`src/rtl/uart_rx.sv`:
```
`default_nettype none
// uart_rx: 8N1 serial receiver with 2-flop input synchronizer, mid-bit sampling,
// and sticky ready / frame-error / overrun flags cleared by a one-cycle pulse.
module uart_rx #(
  parameter int CLKS_PER_BIT = 16
) (
  input  logic       i_uart_clk,
  input  logic       i_reset_n,
  input  logic       i_uart_rx,
  output logic [7:0] o_data,
  output logic       o_data_rdy,
  input  logic       i_data_rdy_clr,
  output logic       o_frame_err,
  output logic       o_overrun,
  output logic       o_busy
);

  localparam int CW = $clog2(CLKS_PER_BIT);
  localparam logic [CW-1:0] FULL_BIT = CW'(CLKS_PER_BIT - 1);
  localparam logic [CW-1:0] HALF_BIT = CW'(CLKS_PER_BIT / 2 - 1);

  typedef enum logic [2:0] {
    IDLE      = 3'd0,
    START     = 3'd1,
    DATA      = 3'd2,
    STOP      = 3'd3,
    WAIT_IDLE = 3'd4
  } state_t;

  state_t          state, state_n;
  logic [CW-1:0]   cnt, cnt_n;
  logic [2:0]      bit_idx, bit_idx_n;
  logic [7:0]      shift, shift_n;
  logic [7:0]      data_n;
  logic            sync_meta, sync_line, line_prev;
  logic            fall;
  logic            rdy_set, fe_set, ov_set;

  // Synchronizer and previous-sample flops idle high so reset never looks like a start edge.
  always_ff @(posedge i_uart_clk or negedge i_reset_n) begin
    if (!i_reset_n) begin
      sync_meta <= 1'b1;
      sync_line <= 1'b1;
      line_prev <= 1'b1;
    end else begin
      sync_meta <= i_uart_rx;
      sync_line <= sync_meta;
      line_prev <= sync_line;
    end
  end

  assign fall = line_prev & ~sync_line;

  always_ff @(posedge i_uart_clk or negedge i_reset_n) begin
    if (!i_reset_n) begin
      state       <= IDLE;
      cnt         <= '0;
      bit_idx     <= '0;
      shift       <= '0;
      o_data      <= '0;
      o_data_rdy  <= 1'b0;
      o_frame_err <= 1'b0;
      o_overrun   <= 1'b0;
    end else begin
      state       <= state_n;
      cnt         <= cnt_n;
      bit_idx     <= bit_idx_n;
      shift       <= shift_n;
      o_data      <= data_n;
      // A flag event beats a simultaneous clear.
      o_data_rdy  <= rdy_set | (o_data_rdy  & ~i_data_rdy_clr);
      o_frame_err <= fe_set  | (o_frame_err & ~i_data_rdy_clr);
      o_overrun   <= ov_set  | (o_overrun   & ~i_data_rdy_clr);
    end
  end

  always_comb begin
    state_n   = state;
    cnt_n     = cnt;
    bit_idx_n = bit_idx;
    shift_n   = shift;
    data_n    = o_data;
    rdy_set   = 1'b0;
    fe_set    = 1'b0;
    ov_set    = 1'b0;
    case (state)
      IDLE: begin
        if (fall) begin
          state_n = START;
          cnt_n   = HALF_BIT;
        end
      end
      START: begin
        if (cnt != '0) begin
          cnt_n = cnt - 1'b1;
        end else if (sync_line) begin
          state_n = IDLE;
        end else begin
          state_n   = DATA;
          cnt_n     = FULL_BIT;
          bit_idx_n = 3'd0;
        end
      end
      DATA: begin
        if (cnt != '0) begin
          cnt_n = cnt - 1'b1;
        end else begin
          shift_n   = {sync_line, shift[7:1]};
          cnt_n     = FULL_BIT;
          bit_idx_n = bit_idx + 3'd1;
          if (bit_idx == 3'd7) state_n = STOP;
        end
      end
      STOP: begin
        if (cnt != '0) begin
          cnt_n = cnt - 1'b1;
        end else if (sync_line) begin
          data_n  = shift;
          rdy_set = 1'b1;
          ov_set  = o_data_rdy;
          state_n = IDLE;
        end else begin
          fe_set  = 1'b1;
          state_n = WAIT_IDLE;
        end
      end
      // A held-low line (break) must return high before another start is accepted.
      WAIT_IDLE: begin
        if (sync_line) state_n = IDLE;
      end
      default: state_n = IDLE;
    endcase
  end

  assign o_busy = (state != IDLE);

endmodule
`default_nettype wire

```
`config.mk`:
```
export PLATFORM = sky130hd
export DESIGN_NAME = uart_rx
export DESIGN_NICKNAME = d
export VERILOG_FILES = /design/src/rtl/uart_rx.sv
export SDC_FILE = /design/constraint.sdc
export NUM_CORES = 1
export LEC_CHECK = 0
export ABC_AREA = 1
export CAP_MARGIN = 10
export CORE_MARGIN = 1
export CORE_UTILIZATION = 47
export CTS_CLUSTER_DIAMETER = 120
export CTS_CLUSTER_SIZE = 10
export DETAILED_ROUTE_END_ITERATION = 10
export PLACE_DENSITY = 0.76
export SYNTH_ARGS = -nofsm -noshare
export SYNTH_HDL_FRONTEND = slang
export SYNTH_SLANG_ARGS = --single-unit
```
`constraint.sdc`:
```
create_clock -name i_uart_clk -period 1.3 [get_ports i_uart_clk]
set_input_delay 0.13 -clock i_uart_clk [delete_from_list [all_inputs] [get_ports i_uart_clk]]
set_output_delay 0.13 -clock i_uart_clk [all_outputs]
set_load 0.05 [all_outputs]
```
==> results.cfg <==
[outcome]
status = finished, violations left
violations = DRC, setup timing

[worst_setup_path]
critPathArrivalTime_ns = 1.55
path_cells = inv_2 > nor2_4 > nand2_2 > o21ai_2 > nand2_2 > nand2_1 > nand2_1
required_ns = 1.53
endpoint_kind = flip-flop
path_delay_family = simple AND/OR/NAND/NOR gates
worst_path_max_delay_cell = dfrtp_2
path_max_fanout = 4
start_kind = flip-flop
worstSetupPathType = flip-flop to flip-flop
slowest_delay_ns = 0.46
path_buf_inv = 1

[final_layout]
regArea_sq_um = 808
final_common_cell = nand2_1
fill_cells = 192
multi_input_comb_area_sq_um = 708
num_antenna_cells = 0
fin_util_pct = 75.3
stdcell_area_sq_mm = 0.00216
final_cell_mix = 36 x nand2_1, 26 x dfrtp_1, 17 x inv_1
syn2layout_area_growth_pct = 46.6
drive_gt1_share_pct = 45.3
nets = 207

[cts]
cts.clk_slew.worst_paths_ns = 0.10
cts_tree = yes
clock_latency_ns = 0.34
cts_buffers = 5
htree_levels = 2
clk_path_buf_depth = 2
cts.sinks = 32
cts_hold_buf = 0
cts-root-buf = clkbuf_4

[logic_synthesis]
synth.area.mux_share_pct = 0
synth_top_family_by_area = simple AND/OR/NAND/NOR gates
synth_compound_area_share_pct = 11.4
yosys_warnings = 0
synth_largest_area_cell = dfrtp_1
synth.avg_cell_area_sq_um = 9.23
ys_types = 24
synth.ff_latch_count = 32
synthSimpleGateAreaFrac_pct = 23.9
synth_area_sq_mm = 0.00148
synth_top_area_share_pct = 49.2
synthCells = 160
synthTopCellsByArea = dfrtp_1 49%, nand2_1 13%, dfstp_2 5.3%
syn_nets = 167
synth_fa_ha_area_share_pct = 2.54
synth_xor_area_share_pct = 0
yosysSeqAreaShare_pct = 54.5

[drt]
drt-total-wl_microns = 3250
detail_route.wl_per_cell_microns = 13.4
dr.pass1.iters = 7
route.antenna.remaining_nets = 0
via_per_inst = 5.10
drc_errors = 1
drtIter0Drc = 72
vias = 1239

[floorplan]
initial_utilization_pct = 51.3
core_sq_mm = 0.00288
rows = 19
die_w_microns = 58.0
die_height_microns = 58.0
io_pins = 16
fp.dieArea_sq_mm = 0.00337

[timing]
tightest_slew_ns = 0.257
fin_crit_sh_pct = 102
slew_headroom_pct = 82.7
rsz0062_at_grt = true
drv_slew = 0
fin_ws_ns = -0.0196
clock_skew_ns = 0.00695
finalSetupViolCount = 6
period_needed_ns = 1.32
finalHoldViolCount = 0
clock.fmax_mhz = 758

[grt]
grt_usage_pct = 20.2
grt_pass1_wl_microns = 5020
grtUsageMet2_pct = 33.2
met1_usage_pct = 23.6
grt_start_max_net_pins = 33
grt_util_met3_pct = 7.14
grt_most_used_layer = met2
grt_pass1_vias = 1174
antenna_found_initial = 0
grt_overflow = 0

[power]
ir_worst_vdd_uv = 1070
finalPower_w = 0.00335
p_leak_nw = 1.02
power.density_mw_per_mm2 = 1550

[placement]
dp_hpwl_microns = 2000
port_buffers = 15
placed_cell_area_sq_mm = 0.00186
place_congestion = 0.913

[job]
maxCapViolCount = 0

[min_path]
hp-class = primary input to asynchronous set/reset pin
-- synthesized netlist by cell type --
cell type,count
buf_6,2
dfrtp_1,29
nand3_2,1
nand2_2,1
a22oi_1,2
o21ai_1,5
nand2_1,52
inv_2,4
dfstp_2,3
nand3b_1,1
nand4_1,2
nor2_4,2
inv_1,19
nand3_1,3
ha_1,3
a21oi_1,2
nor2_8,1
nand4_4,1
buf_2,1
nor2_2,2
o21ai_2,8
o22ai_2,1
nor2_1,8
o21ai_0,7
-- logic make-up (layout without fill, tap and decap cells) --
group | after synthesis | count (layout)
fa+ha+maj | 3 | 3
flops | 32 | 32
buf+inv | 26 | 64
simple gates | 74 | 77
compound gates | 25 | 25
-- power breakdown --
group          total [W]  switching, W  internal, W
Clock           0.000611      0.000346     0.000264
Combinational    0.00150      0.000850     0.000650
Sequential       0.00124      0.000118      0.00113
-- through the flow --
| stage | setup TNS, ns | hold slack, ns | setup slack [ns] | cells |
|---|---|---|---|---|
| floorplan | 0 | -0.166 | 0.00355 | 160 |
| global placement | 0 | 0.347 | 0.00865 | 221 |
| detailed placement | -0.198 | 0.349 | -0.0528 | 221 |
| CTS | 0 | 0.145 | 0.00534 | 233 |
| global route | -1.36 | 0.138 | -0.0902 | 243 |
| finish | -0.0488 | 0.137 | -0.0196 | 243 |
-- layout make-up --
cell class	instances	share of cell area, %
multi-input combinational	105	32.7
timing repair buffer	33	20.6
clock buffer	7	2.54
tap	42	2.43
sequential	32	37.3
clock inverter	1	0.347
inverter	23	3.99
-- registers in the layout, summed over array words and instances, names as in the netlist, 3 cells and up --
register	cells
bit_idx	3
cnt	4
o_data	8
shift	8
state	3
-- final timing paths --
kind,cells after the start,slack (ns),end,start
hold reg to reg,0,0.36,sync_line,sync_meta
hold / removal,2,0.14,o_data[0],i_reset_n
max in group asynchronous,2,0.91,sync_line,i_reset_n
min in group i_uart_clk,1,0.19,sync_meta,i_uart_rx
setup / recovery,7,-0.02,bit_idx[1],state[0]
setup reg to reg,7,-0.02,bit_idx[1],state[0]
-- routing by layer --
layer / vias to the layer above / part of all wire [%]
met1: 616 / 43
met3: 7 / 3.9
met4: 0 / 2.1
li1: 593 / -
met5: - / 0
met2: 23 / 51
-- worst reg2reg max path: cells and delay by family (launching register included) --
kind / cells / cell delay (ns)
AO/OA/AOI/OAI: 1 / 0.21
buffers and inverters: 1 / 0.07
AND/OR/NAND/NOR: 5 / 0.48
flip-flops: 1 / 0.46
-- repair_timing --
| item | CTS | global route |
|---|---|---|
| endpoints found under the hold margin | 0 | 0 |
| pin swaps | 2 | 16 |
| endpoints found under the setup margin | 16 | 25 |
| cloned | 0 | 3 |
| gates resized for setup | 7 | 31 |
| buffers inserted | 4 | 7 |
Power figures use the tool's default switching activity.
